**src/rtl/msgdma_line_sequencer.sv**
```systemverilog
// Writes one mSGDMA descriptor per video line to the dispatcher descriptor slave.
// Descriptor issue is paced by line credits and restarted on every accepted frame start.
module msgdma_line_sequencer #(
    parameter int unsigned LINE_BYTES      = 7680,
    parameter int unsigned LINE_STRIDE     = 7680,
    parameter int unsigned LINES_PER_FRAME = 1080,
    parameter int unsigned MAX_OUTSTANDING = 2,
    parameter int unsigned ADDR_W          = 32
) (
    input  logic              clk,
    input  logic              rst,
    input  logic              enable,
    input  logic [ADDR_W-1:0] fb_base_i,
    input  logic              fb_base_load,
    input  logic              frame_start,
    input  logic              line_consumed,
    input  logic              underrun_clr,
    output logic [3:0]        desc_address,
    output logic              desc_write,
    output logic [31:0]       desc_writedata,
    output logic [3:0]        desc_byteenable,
    input  logic              desc_waitrequest,
    output logic [ADDR_W-1:0] active_base,
    output logic              busy,
    output logic              frame_done,
    output logic              underrun
);

    localparam int unsigned IDX_W = (LINES_PER_FRAME > 1) ? $clog2(LINES_PER_FRAME) : 1;
    localparam int unsigned CRD_W = $clog2(MAX_OUTSTANDING + 1);

    localparam logic [IDX_W-1:0]  LAST_IDX = IDX_W'(LINES_PER_FRAME - 1);
    localparam logic [CRD_W-1:0]  CRD_MAX  = CRD_W'(MAX_OUTSTANDING);
    localparam logic [ADDR_W-1:0] STRIDE   = ADDR_W'(LINE_STRIDE);
    localparam logic [31:0]       LEN_WORD = 32'(LINE_BYTES);

    localparam logic [2:0] S_IDLE     = 3'd0;
    localparam logic [2:0] S_CHECK    = 3'd1;
    localparam logic [2:0] S_WR_RADDR = 3'd2;
    localparam logic [2:0] S_WR_WADDR = 3'd3;
    localparam logic [2:0] S_WR_LEN   = 3'd4;
    localparam logic [2:0] S_WR_CTRL  = 3'd5;

    logic [2:0]        state_q, state_d;
    logic [IDX_W-1:0]  line_idx_q, line_idx_d;
    logic [ADDR_W-1:0] line_addr_q, line_addr_d;
    logic [ADDR_W-1:0] active_base_q, active_base_d;
    logic [CRD_W-1:0]  credits_q, credits_d;
    logic              frame_done_q, frame_done_d;
    logic              underrun_q, underrun_d;
    logic              restart_q, restart_d;
    logic [ADDR_W-1:0] pending_base_q;
    logic              pending_valid_q;

    logic in_write;
    logic ctrl_accept;
    logic start_ok;
    logic do_start;
    logic do_stop;

    assign in_write    = (state_q == S_WR_RADDR) || (state_q == S_WR_WADDR) ||
                         (state_q == S_WR_LEN)   || (state_q == S_WR_CTRL);
    assign ctrl_accept = (state_q == S_WR_CTRL) && !desc_waitrequest;
    assign start_ok    = enable && pending_valid_q;

    always_comb begin
        state_d       = state_q;
        line_idx_d    = line_idx_q;
        line_addr_d   = line_addr_q;
        active_base_d = active_base_q;
        credits_d     = credits_q;
        frame_done_d  = 1'b0;
        underrun_d    = underrun_q;
        restart_d     = restart_q;
        do_start      = 1'b0;
        do_stop       = 1'b0;

        if (ctrl_accept && !line_consumed) begin
            credits_d = credits_q - CRD_W'(1);
        end else if (line_consumed && !ctrl_accept && (credits_q != CRD_MAX)) begin
            credits_d = credits_q + CRD_W'(1);
        end

        if (frame_start && busy) begin
            underrun_d = 1'b1;
        end else if (underrun_clr) begin
            underrun_d = 1'b0;
        end

        // A vsync during a descriptor is remembered so the restart waits for its CTRL word.
        if (frame_start && in_write) begin
            restart_d = 1'b1;
        end

        case (state_q)
            S_IDLE: begin
                if (frame_start && start_ok) begin
                    do_start = 1'b1;
                end
            end
            S_CHECK: begin
                if (frame_start) begin
                    do_start = start_ok;
                    do_stop  = !start_ok;
                end else if (credits_q != '0) begin
                    state_d = S_WR_RADDR;
                end
            end
            S_WR_RADDR: if (!desc_waitrequest) state_d = S_WR_WADDR;
            S_WR_WADDR: if (!desc_waitrequest) state_d = S_WR_LEN;
            S_WR_LEN:   if (!desc_waitrequest) state_d = S_WR_CTRL;
            S_WR_CTRL: begin
                if (!desc_waitrequest) begin
                    line_idx_d  = line_idx_q + IDX_W'(1);
                    line_addr_d = line_addr_q + STRIDE;
                    if (restart_q || frame_start) begin
                        do_start = start_ok;
                        do_stop  = !start_ok;
                    end else if (line_idx_q == LAST_IDX) begin
                        frame_done_d = 1'b1;
                        do_stop      = 1'b1;
                    end else begin
                        state_d = S_CHECK;
                    end
                end
            end
            default: state_d = S_IDLE;
        endcase

        if (do_start) begin
            state_d       = S_CHECK;
            active_base_d = pending_base_q;
            line_addr_d   = pending_base_q;
            line_idx_d    = '0;
            credits_d     = CRD_MAX;
            restart_d     = 1'b0;
        end else if (do_stop) begin
            state_d   = S_IDLE;
            restart_d = 1'b0;
        end
    end

    always_ff @(posedge clk) begin
        if (rst) begin
            state_q         <= S_IDLE;
            line_idx_q      <= '0;
            line_addr_q     <= '0;
            active_base_q   <= '0;
            credits_q       <= CRD_MAX;
            frame_done_q    <= 1'b0;
            underrun_q      <= 1'b0;
            restart_q       <= 1'b0;
            pending_base_q  <= '0;
            pending_valid_q <= 1'b0;
        end else begin
            state_q       <= state_d;
            line_idx_q    <= line_idx_d;
            line_addr_q   <= line_addr_d;
            active_base_q <= active_base_d;
            credits_q     <= credits_d;
            frame_done_q  <= frame_done_d;
            underrun_q    <= underrun_d;
            restart_q     <= restart_d;
            if (fb_base_load) begin
                pending_base_q  <= fb_base_i;
                pending_valid_q <= 1'b1;
            end
        end
    end

    // Descriptor words are decoded straight from state so they stay stable under waitrequest.
    always_comb begin
        desc_write     = 1'b0;
        desc_address   = 4'h0;
        desc_writedata = 32'h0;
        case (state_q)
            S_WR_RADDR: begin
                desc_write     = 1'b1;
                desc_address   = 4'h0;
                desc_writedata = 32'(line_addr_q);
            end
            S_WR_WADDR: begin
                desc_write     = 1'b1;
                desc_address   = 4'h4;
            end
            S_WR_LEN: begin
                desc_write     = 1'b1;
                desc_address   = 4'h8;
                desc_writedata = LEN_WORD;
            end
            S_WR_CTRL: begin
                desc_write     = 1'b1;
                desc_address   = 4'hC;
                desc_writedata = {1'b1, 21'b0, (line_idx_q == LAST_IDX), (line_idx_q == '0), 8'b0};
            end
            default: ;
        endcase
    end

    assign desc_byteenable = 4'hF;
    assign active_base     = active_base_q;
    assign busy            = (state_q != S_IDLE);
    assign frame_done      = frame_done_q;
    assign underrun        = underrun_q;

endmodule
```
**config.mk**
```make
export PLATFORM = sky130hd
export DESIGN_NAME = msgdma_line_sequencer
export DESIGN_NICKNAME = d
export VERILOG_FILES = /design/src/rtl/msgdma_line_sequencer.sv
export SDC_FILE = /design/constraint.sdc
export NUM_CORES = 1
export LEC_CHECK = 0
export CAP_MARGIN = 20
export CORE_ASPECT_RATIO = 1.25
export CORE_MARGIN = 2
export CORE_UTILIZATION = 54
export DETAILED_ROUTE_END_ITERATION = 10
export PLACE_DENSITY_LB_ADDON = 0.08
export SETUP_SLACK_MARGIN = 0.4
export SYNTH_ARGS = -nofsm -noshare
export SYNTH_HDL_FRONTEND = slang
export SYNTH_SLANG_ARGS = --single-unit
```
**constraint.sdc**
```tcl
create_clock -name clk -period 4.53 [get_ports clk]
set_input_delay 0.453 -clock clk [delete_from_list [all_inputs] [get_ports clk]]
set_output_delay 0.453 -clock clk [all_outputs]
set_load 0.01 [all_outputs]
```
# --- Word level (Yosys, flattened, before mapping) ---
# Cells that the tools add are included.
# W data, S select, Z words.
word_totals:
  regBits: 116
  in_bits: 40
op_classes:
  n_addsub: 4
  eq_ne: 25
  n_mux: 31
  n_bitwise: 3
  n_reduce_logical: 31
ops:
  columns: ["operator", "count"]
  rows:
  - ["$mux W32", 3]
  - ["$pmux W32 S3", 1]
  - ["$add A32 B13 Y32 const B", 1]
  - ["$ne A4 B4 Y1 const B", 8]
  - ["$mux W3", 8]
  - ["$ne A2 B2 Y1 const B", 9]
  - ["$pmux W3 S6", 1]
  - ["$reduce_and A9 Y1", 2]
  - ["$mux W1", 13]
  - ["$pmux W4 S3", 1]
  - ["$add A11 B1 Y11 const B", 1]
  - ["$eq A11 B11 Y1 const B", 1]
  - ["$logic_not A11 Y1", 1]
  - ["$logic_and A1 B1 Y1", 8]
  - ["$reduce_bool A2 Y1", 4]
  - ["$reduce_or A4 Y1", 2]
  - ["$eq A3 B2 Y1 const B", 2]
  - ["$eq A3 B3 Y1 const B", 2]
  - ["$logic_not A1 Y1", 4]
  - ["$logic_or A1 B1 Y1", 4]
  - ["$mux W2", 2]
  - ["$reduce_and A2 Y1", 2]
  - ["$eq A3 B1 Y1 const B", 1]
  - ["$logic_not A3 Y1", 1]
  - ["other kinds (10)", 12]

# --- Logic depth before layout (Yosys ltp) ---
# Gate-level depths: netlist of run 1.
logic_depth:
  depth_word: 7
  depth_mapped: 8
  mapped_depth_nobuf: 7

# --- Least setup slack after synthesis of run 1 ---
# No wires, ideal clock.
synth_timing:
  kind: "reg-to-output"
  startpoint: "register line_idx_q[3]"
  endpoint: "output port desc_writedata[9]"
  arrival_ns: 1.479
  t_required_ns: 4.077
  setup_slack_ns: 2.598
  path_stages_with_launch: 5
  cell_sequence: "dfxtp_1 > or4_1 > nor4_2 > o21ai_1 > nand2_1"
synth_via:
  elab_chain_cells: 2
synth_lines:
  columns: ["element", "line", "source"]
  rows:
  - ["start, declared", "45", "logic [IDX_W-1:0] line_idx_q, line_idx_d;"]
  - ["start signal, assigned", "157", "line_idx_q <= line_idx_d;"]
  - ["$eq A11 B11 Y1", "194", "desc_writedata = {1'b1, 21'b0, (line_idx_q == LAST_IDX), (line_idx_q == '0), 8'b0};"]
  - ["$pmux W32 S3", "176", "case (state_q)"]
  - ["end, declared", "20", "output logic [31:0] desc_writedata,"]
# Every way passes these cells.

# --- Worst setup path after layout of run 1 ---
layout_timing:
  startpoint: "register state_q[1]"
  endpoint: "output port desc_address[2]"
layout_via:
  elab_chain_cells: 2
  word_cells_on_any_way: 4
layout_lines:
  columns: ["element", "line", "source"]
  rows:
  - ["start, declared", "44", "logic [2:0] state_q, state_d;"]
  - ["start signal, assigned", "156", "state_q <= state_d;"]
  - ["$eq A3 B3 Y1 or $eq A3 B2 Y1 (tied branches)", "176", null]
  - ["$pmux W4 S3 (*)", "176", null]
  - ["end, declared", "18", "output logic [3:0] desc_address,"]
# Every way passes the cells marked *; elsewhere a longest branch is shown, timed or not.

==> metrics, run 1 <==
post-cts resize count=0; num rows=39; pin count of the biggest net entering global routing=101; maximum vdd drop=0.3170 mV; RSZ-0062 raised after global routing=false; first-pass GRT wire length=21670 µm; Chip Width=90.55 µm; placed cells=798; hpwl dp=8688 µm; DR WL/cell=16.13 µm; Clock Skews=0.009501 ns; PortBufs=109; max capacitance violation total=0; post-synthesis sequential element count=116; Cell variety after synth=52; slowest CP cell=dfxtp_1; drt pass-1 iters=5; final worst path period share=69.13%; GPL Wtd Cong=0.9651; DR iter-0 viols=454; CTS Buf Count=17; CTS tree=done; clk buf depth=2; clock sink count=116; max-slew violations=0; core box area=0.009125 mm²; CP Max Fanout=21; synthesized area per cell=8.289 µm²; drt drc=0; Final nets=737; share of layout cells above drive strength 1=5.941%; Final Non-Filler Cells=830; hold-fix buffers at CTS=0; synth top area cells=dfxtp_1, nand2_1, a21oi_1, mux2i_1, nor2_1; Max-Slew Margin vs Limit=30.70%; crit path kind=reg -> out; number of global-route vias before repair=4619; pwr dens=380.5 mW/mm²; die height=112.2 µm; total negative slack=0 ns; Cell Area, Synth=0.005056 mm²; min Tclk post-route=3.132 ns; Layout Area Growth over Synthesis=32.71%; outcome=finished clean; Register-to-Register Setup Slack=1.80 ns; Final setup viols=0; DIE AREA=0.01016 mm²; Tot Pwr=0.002553 W; antenna viol nets, final=0; DR vias/cell=5.629; total number of vias=4672; Reg clk slew, reported paths=0.05 ns; CP top delay family=buffers and inverters; Synth top area share=45.93%; Critical Path Start Type=flop; fmax=0.3193 GHz; I/O pins=116; GRT Resource Usage Total=26.20%; count leader, synth=dfxtp_1; total gr overflow=0; Arrival @ worst endpoint=2.68 ns; Worst EP required=4.08 ns; initial antenna violation count=0; drt total wl=13390 µm; Worst-Skew Late Latency=0.40 ns; # diodes=0; Clock H-tree levels=4; Synth Instances=610; sequential share of the synthesized area=45.93%; Worst Tran Pin Value=1.039 ns; Starting Density=55.41%; CP Capture Type=primary output; Post-synth ARST share=0%; Clock Tree Root=clkbuf_16; Hold Slack=0.4475 ns; # Post-CTS Setup Buffers=0; Post-synth EDFFs=0; CP cell instances=nor2b_2 -> buf_4 -> or2_1 -> and2_1 -> clkdlybuf4s50_1; area leader, netlist=dfxtp_1; most frequent cells after synthesis=dfxtp_1, nand2_1, nor2_1; Leak=2.540 nW; Bufs and invs on worst path=2; Post-synth top flop=dfxtp_1; Synth Warn #=0; crit-path max cell delay=0.64 ns; HP Class=reg -> reg; Final Hold Viols=0
-- logic make-up (layout without fill, tap and decap cells) --
logic type / count (synthesis) / in the layout / synth area share, %
XOR/XNOR: 21 / 21 / 3.638
buffers and inverters: 63 / 156 / 5.543
flip-flops: 116 / 116 / 45.93
AO/OA/AOI/OAI: 114 / 114 / 13.26
AND/OR/NAND/NOR: 259 / 259 / 24.40
adder cells (fa/ha/maj): 3 / 3 / 0.7425
multiplexers: 32 / 32 / 6.335
other: 2 / 6 / 0.1485
-- sequential cells by signal (all words and copies together) (netlist names) --
register	flops
frame_done	1
underrun	1
credits_q	2
line_addr_q	32
restart_q	1
pending_valid_q	1
line_idx_q	11
state_q	3
pending_base_q	32
active_base	32
-- placed cells by master (no fill, tap or decap), types with 5 or more instances in the layout --
cell type        instances
clkdlybuf4s50_1        107
o21ai_1                 10
o21ai_0                  5
xnor2_1                 12
and3_1                  28
clkbuf_16               17
o31a_1                   7
dfxtp_1                116
inv_1                   10
nand2b_1                 5
nand4_1                  7
conb_1                   6
a211oi_1                10
buf_4                    5
nand2_1                 98
nor2_1                  71
xor2_1                   9
nor3_1                   5
nand3_1                 10
a21oi_1                 68
clkinv_2                 5
nor4_1                   9
mux2i_1                 32
-- area by class of cell --
type / count / area (µm²)
Fill cell: 715 / 2415
Tap cell: 123 / 153.9
Sequential cell: 116 / 2322
Multi-Input combinational cell: 435 / 2485
Clock buffer: 22 / 464.2
Clock inverter: 10 / 130.1
Timing Repair Buffer: 113 / 1114
Inverter: 11 / 41.29
-- power breakdown --
part / internal (W) / switching [W] / leakage [nW]
combinational: 0.0000693 / 0.0000735 / 1.31
sequential: 0.00105 / 0.0000215 / 0.943
clock: 0.000889 / 0.000450 / 0.290
total: 0.00201 / 0.000545 / 2.54
-- worst paths after layout --
check | startpoint | endpoint | cells after the start
setup / recovery | state_q[1] | desc_address[2] | 5
hold / removal | line_addr_q[4] | line_addr_q[4] | 2
setup reg to reg | state_q[2] | line_addr_q[27] | 5
hold reg to reg | line_addr_q[4] | line_addr_q[4] | 2
-- metrics by stage --
step	worst slack [ns]	utilization, %	area (µm²)
2_1_floorplan	2.598	-	5071
3_3_place_gp	1.660	67.02	6116
3_5_place_dp	1.584	67.02	6116
4_1_cts	1.397	73.54	6710
5_1_grt	1.261	73.54	6710
6_report	1.398	73.54	6710
-- metal layers --
metal	global-route usage (%)	vias up	wire length [µm]
met5	0	-	0
met4	9.641	0	160
met3	7.987	17	962
met2	44.93	188	6643
met1	30.92	2213	5622
li1	-	2254	-
-- worst min-delay path: cells and delay by family (launching register included) --
kind,cells,cell delay (ns)
and+or+nand+nor,1,0.05
AOI/OAI and AO/OA,1,0.05
DFF,1,0.30
No activity file was read; power rests on OpenSTA's default activity.
==> run 2: changes to the inputs <==
CORE_UTILIZATION = 50   (was 54)
clock period = 3.2 ns   (was 4.53 ns; I/O delays follow)
==> metrics, run 2 (synthesis results as in run 1) <==
Tot Pwr=0.003720 W (+46%); # diodes=0 (unchanged); max capacitance violation total=0 (unchanged); FF-to-FF path depth=5 (unchanged); CP cell instances=or4_1 -> nor4_4 -> o21ai_1 -> nand2_1 -> clkdlybuf4s50_1; Worst-Skew Late Latency=0.41 ns (about the same); crit-path max cell delay=0.61 ns (-0.03 ns); DIE AREA=0.01094 mm² (+7.7%); CP Capture Type=primary output; post-route setup slack=0.5226 ns (-0.8756 ns); GPL Wtd Cong=0.8123 (-16%); HP Class=in -> reg; Clock H-tree levels=4 (unchanged); Max-Slew Margin vs Limit=27.47% (-3.2 points); drt pass-1 iters=5 (unchanged); share of layout cells above drive strength 1=7.032% (+1.1 points); CP top delay family=simple AND/OR/NAND/NOR gates; DR iter-0 viols=231 (-49%); Register-to-Register Setup Slack=0.96 ns (-0.84 ns); total gr overflow=0 (unchanged); core box area=0.009952 mm² (+9.1%); Place WS=0.6822 ns (-0.9022 ns); Hold EP=frame_done; fillers=856 (+20%); FF-to-FF Start=state_q[0]; drt total wl=13130 µm (-1.9%); RR Endpoint=state_q[0]; Worst EP required=2.88 ns (-1.20 ns); antenna viol nets, final=0 (unchanged); total number of vias=4608 (-1.4%); clk buf depth=2 (unchanged); # Post-CTS Setup Buffers=0 (unchanged); maximum vdd drop=0.4474 mV (+41%); Reg clk slew, reported paths=0.06 ns (about the same); CTS Buf Count=17 (unchanged); Bufs and invs on worst path=1 (-1); total negative slack=0 ns (unchanged); initial antenna violation count=0 (unchanged); Worst Tran Pin Value=1.088 ns (+0.04850 ns); Arrival @ worst endpoint=2.36 ns (-0.32 ns); Layout Area Growth over Synthesis=34.47%; Clock Tree Root=clkbuf_16; Final setup viols=0 (unchanged); max-slew violations=0 (unchanged); RSZ-0062 raised after global routing=false; Leak=2.569 nW (+1.1%); DR WL/cell=15.63 µm (-3.1%); final worst path period share=83.67%; Final nets=741 (+0.54%); area of the multi-input gates=0.002499 mm² (+0.55%); Chip Width=93.95 µm (+3.8%); pin count of the biggest net entering global routing=79 (-22%); min Tclk post-route=2.677 ns; CP Max Fanout=5 (-76%); drt drc=0 (unchanged); Hold Path Depth=2 (unchanged); Critical Path Start Type=flop; PortBufs=109 (unchanged); CTS tree=done; die height=116.4 µm (+3.8%); clock sink count=116 (unchanged); hpwl dp=8662 µm (-0.30%); fmax=0.3735 GHz; num rows=41 (+5.1%); slowest CP cell=or4_1; sequential cell area=0.002325 mm² (+0.11%); outcome=finished clean; worst hold path startpoint=rst; pwr dens=547.1 mW/mm² (+44%); first-pass GRT wire length=21170 µm (-2.3%); Starting Density=50.80% (-4.6 points); commonest non-fill, non-tap cell in the layout=dfxtp_1; crit path kind=reg -> out; Final Hold Viols=0 (unchanged); number of global-route vias before repair=4405 (-4.6%); DR vias/cell=5.486 (-2.5%); Clock Skews=0.006489 ns (-0.003012 ns); GRT Resource Usage Total=24.62% (-1.6 points); I/O pins=116 (unchanged); hold-fix buffers at CTS=0 (unchanged); most frequent cells in the layout=dfxtp_1, clkdlybuf4s50_1, nand2_1
## run 2: cell count changes in the layout (fill, tap and decap cells not counted), moves of 2 or more
cell      change
buf_4         +4
clkbuf_1      -2
clkbuf_8      -2
clkinv_2      -4
clkinv_4      +3
dfxtp_1       -2
dfxtp_2       +2
inv_6         +3
## run 2: final cells by class
class	instances	area share [%]
multi-input cells	435	36.75
well taps	129	2.374
clock inverters	14	2.944
flip-flops and latches	116	34.19
clock buffers	18	6.312
inverters	11	0.6073
repair buffers	117	16.82
## run 2: through the flow
step | hold WS [ns] | area [µm²] | util (%) | cells
2_1_floorplan | 0.4319 | 5071 | - | 614
3_3_place_gp | 0.4382 | 6153 | 61.83 | 808
3_5_place_dp | 0.4450 | 6153 | 61.83 | 808
4_1_cts | 0.2583 | 6793 | 68.26 | 840
5_1_grt | 0.2696 | 6799 | 68.32 | 840
6_report | 0.2615 | 6799 | 68.32 | 840
## run 2: repair_timing
| item | 4_1_cts | 5_1_grt |
|---|---|---|
| gates resized for setup | 2 | 2 |
| endpoints found under the setup margin | 13 | 10 |
| pin swaps | 0 | 1 |
## run 2: how the worst max path moves through the flow
stage	startpoint	end	slack, ns	cells past startpoint
detailed placement	desc_waitrequest	line_addr_q[31]	0.68	6
global placement	desc_waitrequest	line_addr_q[31]	0.74	6
floorplan	state_q[2]	state_q[0]	1.31	8
finish	line_idx_q[3]	desc_writedata[9]	0.52	5
CTS	line_idx_q[3]	desc_writedata[9]	0.38	5
global route	state_q[0]	desc_writedata[8]	0.40	4
## run 2: per-layer routing
metal	track usage (%)	share of wire [%]
met5	0	0
met4	9.469	1.6
met3	6.645	5.7
met2	41.67	51
met1	29.94	42
## run 2: power breakdown
| group | switching [W] | internal, W | leakage, nW |
|---|---|---|---|
| logic | 0.000106 | 0.000100 | 1.33 |
| registers | 0.0000292 | 0.00148 | 0.944 |
| clock network | 0.000690 | 0.00131 | 0.298 |
| total | 0.000825 | 0.00289 | 2.57 |
